**src/rtl/vga_pkg.sv**
```systemverilog
// Shared types and 640x480@60 timing constants for the VGA raster generator.
package vga_pkg;

  typedef logic [8:0] rgb9_t;

  localparam int CNT_W = 10;

  localparam int VGA_H_ACTIVE = 640;
  localparam int VGA_H_FP     = 16;
  localparam int VGA_H_SYNC   = 96;
  localparam int VGA_H_BP     = 48;
  localparam int VGA_V_ACTIVE = 480;
  localparam int VGA_V_FP     = 10;
  localparam int VGA_V_SYNC   = 2;
  localparam int VGA_V_BP     = 33;

  localparam int H_TOT        = VGA_H_ACTIVE + VGA_H_FP + VGA_H_SYNC + VGA_H_BP;
  localparam int V_TOT        = VGA_V_ACTIVE + VGA_V_FP + VGA_V_SYNC + VGA_V_BP;
  localparam int H_SYNC_START = VGA_H_ACTIVE + VGA_H_FP;
  localparam int H_SYNC_END   = H_SYNC_START + VGA_H_SYNC - 1;
  localparam int V_SYNC_START = VGA_V_ACTIVE + VGA_V_FP;
  localparam int V_SYNC_END   = V_SYNC_START + VGA_V_SYNC - 1;

  localparam int NES_W = 256;
  localparam int NES_H = 240;

  function automatic logic in_span(input logic [CNT_W-1:0] val, input int lo, input int hi);
    return (val >= CNT_W'(lo)) && (val <= CNT_W'(hi));
  endfunction

endpackage

```
**src/rtl/vga_delay_line.sv**
```systemverilog
// Async-reset shift register that aligns the sync/blank decode with frame-buffer read latency.
module vga_delay_line #(
  parameter int WIDTH = 4,
  parameter int DEPTH = 1
) (
  input  logic             pix_clk,
  input  logic             rst,
  input  logic [WIDTH-1:0] d,
  output logic [WIDTH-1:0] q
);

  logic [WIDTH-1:0] stage [DEPTH];

  always_ff @(posedge pix_clk or posedge rst) begin
    if (rst) begin
      // NOTE: these are a handful of flops, not a RAM, so clearing every stage is cheap and keeps sync inactive after reset.
      for (int i = 0; i < DEPTH; i++) stage[i] <= '0;
    end else begin
      stage[0] <= d;
      for (int i = 1; i < DEPTH; i++) stage[i] <= stage[i-1];
    end
  end

  assign q = stage[DEPTH-1];

endmodule

```
**src/rtl/vga_scan.sv**
```systemverilog
// VGA raster generator showing the 256x240 NES image 2x scaled in a centred 512x480 window.
// Build option: define VGA_SCAN_BORDER_EN to paint active pixels outside the window with BORDER_RGB.
module vga_scan
  import vga_pkg::*;
#(
  parameter int H_ACTIVE = VGA_H_ACTIVE,
  parameter int H_FP     = VGA_H_FP,
  parameter int H_SYNC   = VGA_H_SYNC,
  parameter int H_BP     = VGA_H_BP,
  parameter int V_ACTIVE = VGA_V_ACTIVE,
  parameter int V_FP     = VGA_V_FP,
  parameter int V_SYNC   = VGA_V_SYNC,
  parameter int V_BP     = VGA_V_BP,
  parameter int X_OFFSET = 64,
  parameter int FB_LAT   = 1
`ifdef VGA_SCAN_BORDER_EN
  ,parameter rgb9_t BORDER_RGB = 9'h003
`endif
) (
  input  logic       pix_clk,
  input  logic       rst,
  output logic [7:0] pix_ptr_x,
  output logic [7:0] pix_ptr_y,
  input  rgb9_t      rgb_in,
  output rgb9_t      vga_rgb,
  output logic       hsync_n,
  output logic       vsync_n,
  output logic       vga_blank_n,
  output logic       frame_start,
  output logic       vblank
);

  localparam int LINE_LEN  = H_ACTIVE + H_FP + H_SYNC + H_BP;
  localparam int FRAME_LEN = V_ACTIVE + V_FP + V_SYNC + V_BP;
  localparam int HS_LO     = H_ACTIVE + H_FP;
  localparam int HS_HI     = HS_LO + H_SYNC - 1;
  localparam int VS_LO     = V_ACTIVE + V_FP;
  localparam int VS_HI     = VS_LO + V_SYNC - 1;
  localparam int WIN_LO    = X_OFFSET;
  localparam int WIN_HI    = X_OFFSET + 2 * NES_W - 1;

  logic             run;
  logic [CNT_W-1:0] hcount, vcount;
  logic [CNT_W-1:0] h_next, v_next;
  logic             hs, vs, act, win;
  logic             hs_d, vs_d, act_d, win_d;
  logic [3:0]       dly_q;
  logic [8:0]       hoff;
  rgb9_t            pix;

  // The first edge after reset holds (0,0) so frame_start can mark it.
  always_comb begin
    // NOTE: every output of a combinational block gets a default first, so no path leaves it unassigned and no latch is inferred.
    h_next = '0;
    v_next = '0;
    if (run) begin
      if (hcount == CNT_W'(LINE_LEN - 1)) begin
        v_next = (vcount == CNT_W'(FRAME_LEN - 1)) ? '0 : vcount + 1'b1;
      end else begin
        h_next = hcount + 1'b1;
        v_next = vcount;
      end
    end
  end

  always_ff @(posedge pix_clk or posedge rst) begin
    if (rst) begin
      run         <= 1'b0;
      hcount      <= '0;
      vcount      <= '0;
      frame_start <= 1'b0;
      vblank      <= 1'b0;
    end else begin
      // NOTE: non-blocking assignments make every flop sample the pre-edge values, independent of statement order.
      run         <= 1'b1;
      hcount      <= h_next;
      vcount      <= v_next;
      frame_start <= (h_next == '0) && (v_next == '0);
      vblank      <= v_next >= CNT_W'(V_ACTIVE);
    end
  end

  assign hs  = run && in_span(hcount, HS_LO, HS_HI);
  assign vs  = run && in_span(vcount, VS_LO, VS_HI);
  assign act = run && (hcount < CNT_W'(H_ACTIVE)) && (vcount < CNT_W'(V_ACTIVE));
  assign win = act && in_span(hcount, WIN_LO, WIN_HI);

  assign hoff      = hcount[8:0] - 9'(X_OFFSET);
  assign pix_ptr_x = win ? 8'(hoff >> 1) : '0;
  assign pix_ptr_y = (vcount < CNT_W'(V_ACTIVE)) ? 8'(vcount >> 1) : 8'(NES_H - 1);

  vga_delay_line #(
    .WIDTH (4),
    .DEPTH (FB_LAT)
  ) u_dly (
    .pix_clk (pix_clk),
    .rst     (rst),
    .d       ({hs, vs, act, win}),
    .q       (dly_q)
  );

  assign {hs_d, vs_d, act_d, win_d} = dly_q;

  always_comb begin
    pix = '0;
    if (win_d) begin
      pix = rgb_in;
    end
`ifdef VGA_SCAN_BORDER_EN
    else if (act_d) begin
      pix = BORDER_RGB;
    end
`endif
  end

  // Colour and sync share one output register so they leave the chip aligned.
  always_ff @(posedge pix_clk or posedge rst) begin
    if (rst) begin
      vga_rgb     <= '0;
      hsync_n     <= 1'b1;
      vsync_n     <= 1'b1;
      vga_blank_n <= 1'b0;
    end else begin
      vga_rgb     <= pix;
      hsync_n     <= ~hs_d;
      vsync_n     <= ~vs_d;
      vga_blank_n <= act_d;
    end
  end

endmodule

```
**config.mk**
```make
export PLATFORM = sky130hd
export DESIGN_NAME = vga_scan
export DESIGN_NICKNAME = d
export VERILOG_FILES = /design/src/rtl/vga_pkg.sv /design/src/rtl/vga_delay_line.sv /design/src/rtl/vga_scan.sv
export SDC_FILE = /design/constraint.sdc
export NUM_CORES = 1
export LEC_CHECK = 0
export CAP_MARGIN = 25
export CORE_MARGIN = 8
export CORE_UTILIZATION = 47
export CTS_BUF_LIST = sky130_fd_sc_hd__clkbuf_16
export CTS_CLUSTER_DIAMETER = 30
export DETAILED_ROUTE_END_ITERATION = 12
export PLACE_DENSITY = 0.76
export SKIP_LAST_GASP = 1
export SLEW_MARGIN = 0
export SYNTH_ARGS = -nofsm -noshare
export SYNTH_HDL_FRONTEND = slang
export SYNTH_SLANG_ARGS = --single-unit
```
**constraint.sdc**
```tcl
create_clock -name pix_clk -period 2.25 [get_ports pix_clk]
set_input_delay 0.675 -clock pix_clk [delete_from_list [all_inputs] [get_ports pix_clk]]
set_output_delay 0.675 -clock pix_clk [all_outputs]
set_load 0.02 [all_outputs]
```
# After elaboration in Yosys (flattened, before gate mapping)
# Cells that the tools add are included.
# totals
in_bits	11
register_bits	39
# op_classes
n_reduce_logical	11
n_lt_le_gt_ge	9
addsub	3
n_eq_ne	2
n_bitwise	2
mux	8
# op_table
operator	count
10-bit 2-to-1 mux	5
10-bit by 1-bit adder with 10-bit output, second input constant	2
10-bit equality test, second input constant	2
10-bit by 9-bit greater-or-equal comparator with 1-bit output, second input constant	2
10-bit <= comparator, second input constant	2
10-bit zero test	2
8-bit 2-to-1 mux	2
10-bit greater-or-equal comparator, second input constant	1
10-bit by 7-bit greater-or-equal comparator with 1-bit output, second input constant	1
10-bit by 9-bit <= comparator with 1-bit output, second input constant	1
10-bit < comparator, second input constant	1
10-bit by 9-bit < comparator with 1-bit output, second input constant	1
1-bit logical AND	9
9-bit 2-to-1 mux	1
9-bit by 7-bit subtractor with 9-bit output, second input constant	1
1-bit inverter	2

# Longest topological paths before layout
# Gate-level depths: netlist (run 1).
# logic_depth
depth_word	6
depth_mapped	9
ltp_nobuf	8

# Modules after synthesis
# Synthesis (run 1) repeated with hierarchy kept, for this count alone.
# hier_totals
cells_unflattened	234
hier_area_um2	2200.9
# modules_own_cells
mod	n_inst	cells_per_inst	area_per_inst_um2
vga_scan	1	229	2097.0
vga_delay_line	1	5	103.8

# Least setup slack after synthesis (run 1)
# No wires, ideal clock.
# synth_timing
path_type	register to output
startpoint	register hcount[1]
endpoint	output pix_ptr_x[7]
setup_slack_ns	-0.298
t_required_ns	1.575
arrival_time_ns	1.873
path_stages_with_launch	7
cell_sequence	dfrtp_1 > ha_1 > clkbuf_1 > nand3_1 > nand2_1 > nor2_1 > nor4_1
# synth_between
elab_chain_len	5
elab_cells_between_ends	9
cone_classes	add/sub (1); order compare (3); mux (1); reduce/logical (4)
# synth_rtl
item	line_no	text
from (decl)	vga_scan.sv:43	logic [CNT_W-1:0] hcount, vcount;
from (signal assigned)	vga_scan.sv:76	hcount <= h_next;
10-bit < comparator	vga_scan.sv:85	assign act = run && (hcount < CNT_W'(H_ACTIVE)) && (vcount < CNT_W'(V_ACTIVE));
1-bit logical AND (2 in a row)	vga_scan.sv:85	
1-bit logical AND	vga_scan.sv:86	assign win = act && in_span(hcount, WIN_LO, WIN_HI);
8-bit 2-to-1 mux (*)	vga_scan.sv:89	assign pix_ptr_x = win ? 8'(hoff >> 1) : '0;
to (decl)	vga_scan.sv:22	output logic [7:0] pix_ptr_x,
# Every way passes the cells marked *; elsewhere a longest branch is shown, timed or not.

# Worst setup path in the final report (run 1)
# layout_timing
startpoint	register hcount[1]
endpoint	output pix_ptr_x[4]
# The elaborated chain is that of the path after synthesis.

==> metrics.yaml, run 1 <==
critical_path:
  crit_required_ps: 1570
  start_kind: "flip-flop"
  worst_path_most_repeated_cell: "buf_4"
  critPathBufInv: 3
  worstPathCellList: "buf_4 -> ha_2 -> nand3_2 -> nand2_2 -> nor2_4 -> buf_8 -> nor4_4 -> buf_4"
  r2r.worst_path.cells: 10
  rr_startpoint: "hcount[1]"
  r2r_end: "frame_start"
  critPathSlowestCell: "dfrtp_1"
  endpoint_kind: "output pin"
  crit_arrival_ps: 1850
  cp_max_fo: 6
  worstSetupPathType: "flip-flop to output pin"
  rrSetupSlack_ps: -220
  crit_family: "buffers and inverters"
  critPathMaxStageDelay_ps: 400
logic_synthesis:
  synth_edf_count: 0
  yosysMostFrequentCell: "dfrtp_1"
  postSynthCellCount: 233
  yosys.area_share.xor_xnor: 0.0718
  synth_top_family_by_area: "simple AND/OR/NAND/NOR gates"
  synth_mux_area_frac: 0.00513
  ys.flop_type: "dfrtp_1"
  avgSynthCellArea_um2: 9.43
  synth.area.top_cells: "dfrtp_1 (42%), ha_1 (5.7%), xnor2_1 (5.2%)"
  syn-num-nets: 254
  synthAdderAreaFrac: 0.0569
  async_flop_share: 1.00
  synth_top_cell_area_share: 0.421
  synthDistinctLibCells: 45
  syn-cell-area_mm2: 0.00220
  yosys_warnings: 0
  synth_simple_gate_area_share: 0.301
  synth_top_area_cell: "dfrtp_1"
  yosysSeqAreaShare: 0.445
  synth_seq_cells: 39
  synth_compound_area_frac: 0.0649
  synthTopCellsByCount: "dfrtp_1 (37), nor2_1 (23), nand3_1 (16)"
clock_network:
  clockBufferDepth: 2
  numCtsBuffers: 5
  cts-root-buf: "clkbuf_16"
  clock-sinks: 39
  clk_latency_ps: 280
  htreeDepth: 2
  cts_tree: "done"
  clk_pin_slew_worst_paths_ps: 50
  holdBufCountCts: 0
route:
  ant_nets: 0
  vias_per_cell: 5.89
  num_vias: 2225
  drtIter0Drc: 318
  totalWireLength_um: 7250
  dr.pass1.iters: 5
  drc: 0
  wl_per_cell_um: 19.2
layout:
  n_antenna_cell: 0
  drive_gt1_frac: 0.377
  fin_area_mm2: 0.00346
  synthToLayoutAreaGrowth_pct: 57.5
  nets: 344
grt:
  grt_max_degree: 40
  met2_usage: 0.319
  track_usage: 0.186
  grtUsageMet3: 0.0332
  met1_usage: 0.223
  antenna_found_initial: 0
  grt_pass1_wl_um: 10700
  busiest_layer: "met2"
  grt.overflow.total: 0
  grt_pass1_vias: 2125
power_and_ir_drop:
  p_leak_nw: 1.55
  p_per_area_mw_per_mm2: 504
  ir_drop_mv: 0.418
die:
  start_util: 0.475
  die_h_um: 84.4
  die_width_um: 84.4
  row_count: 25
  core_area_mm2: 0.00463
  dieArea_mm2: 0.00712
  io_pins: 41
worst_hold_path:
  whs_endpoint: "vsync_n"
  min_from: "u_dly.q[2]"
  min_path_type: "flip-flop to flip-flop"
  whs_path_depth: 1
sta:
  fmax_ghz: 0.396
  layout_min_cycle_time_ps: 2520
  finalHoldViolCount: 0
  rsz0062_at_grt: "true"
  drv_slew: 0
  setup_slack_ps: -274
  setup_viol: 13
  finalClockSkew_ps: 3.98
  min_period_over_period: 1.12
placed_design:
  dp_slack_ps: -538
  hpwl_um: 4260
  place.gp.congestion: 0.865
  portBuffers: 40
  place_area_mm2: 0.00300
outcome:
  status: "finished with violations"
  violations: "setup timing"
run:
  maxCapViolations: 0
## state kept, by name, summed over array words and instances (netlist names)
| register | flops |
|---|---|
| frame_start | 1 |
| hcount | 10 |
| hsync_n | 1 |
| run | 1 |
| u_dly.q | 4 |
| vblank | 1 |
| vcount | 10 |
| vga_blank_n | 1 |
| vga_rgb | 9 |
| vsync_n | 1 |
## cells by family after synthesis
| group | after synthesis |
|---|---|
| AOI/OAI and AO/OA | 22 |
| xor gates and xnor gates | 18 |
| adders and majority gates | 10 |
| buffers and inverters | 25 |
| DFF | 39 |
| muxes | 1 |
| other | 1 |
| and+or+nand+nor | 117 |
## placed cells by master (no fill, tap or decap), types with 4 or more instances in the layout
master / n
a21oi_1: 7
and2_1: 12
buf_4: 54
buf_6: 8
clkbuf_16: 5
clkdlybuf4s50_1: 24
dfrtp_1: 36
dlygate4sd2_1: 5
ha_1: 5
ha_4: 4
inv_1: 10
inv_2: 4
nand2_1: 13
nand3_1: 13
nand4_1: 6
nor2_1: 20
nor3_1: 8
nor4_4: 6
xnor2_1: 11
xor2_1: 5
## area by class of cell
type | count | area (µm²)
multi-input combinational | 169 | 1370
fill | 282 | 1170
sequential | 39 | 980
timing repair buffer | 95 | 810
clock buffer | 5 | 125
tap | 54 | 67.6
clock inverter | 3 | 63.8
inverter | 13 | 48.8
## per-layer routing
metal | up-vias | part of all wire
met5 | - | 0
met4 | 0 | 0.038
met3 | 31 | 0.055
met2 | 117 | 0.49
met1 | 1099 | 0.42
li1 | 978 | -
## per-stage QoR
stage	util	power, W	instances	TNS [ps]	hold WS (ps)
2_1_floorplan	-	0.000777	233	-129	331
3_3_place_gp	0.649	0.000831	362	-3190	333
5_1_grt	0.748	0.00180	378	-3230	360
3_5_place_dp	0.649	0.000833	362	-3840	342
4_1_cts	0.721	0.00174	374	-1740	354
6_report	0.748	0.00174	378	-2480	353
## report_power, final
part,switching (W),leakage (nW),internal [W]
clock network,0.000260,0.0952,0.000631
registers,0.00000763,0.524,0.000711
logic,0.0000735,0.932,0.0000608
total,0.000342,1.55,0.00140
## how the worst max path moves through the flow
stage | start | to | slack, ps | cells past startpoint
3_5_place_dp | hcount[0] | pix_ptr_x[3] | -540 | 9
5_1_grt | hcount[1] | pix_ptr_x[7] | -320 | 8
3_3_place_gp | hcount[0] | pix_ptr_x[3] | -430 | 9
6_report | hcount[1] | pix_ptr_x[4] | -270 | 8
4_1_cts | hcount[7] | pix_ptr_x[3] | -240 | 8
2_1_floorplan | hcount[7] | pix_ptr_x[7] | -30 | 6
## what timing repair did
action	in CTS	in global routing
pin swaps	11	18
gates resized for setup	88	26
buffers inserted	5	4
endpoints found under the setup margin	19	15
No activity file was read; power rests on OpenSTA's default activity.
==> run 2: changes to the inputs <==
--- a/config.mk
+++ b/config.mk
@@ -11,6 +11,7 @@
 export CTS_BUF_LIST = sky130_fd_sc_hd__clkbuf_16
 export CTS_CLUSTER_DIAMETER = 30
 export DETAILED_ROUTE_END_ITERATION = 12
+export HOLD_SLACK_MARGIN = 0.02
 export PLACE_DENSITY = 0.76
 export SKIP_LAST_GASP = 1
 export SLEW_MARGIN = 0
==> results of run 2 <==
No change in the layout: final DEF, timing and power equal those of run 1.
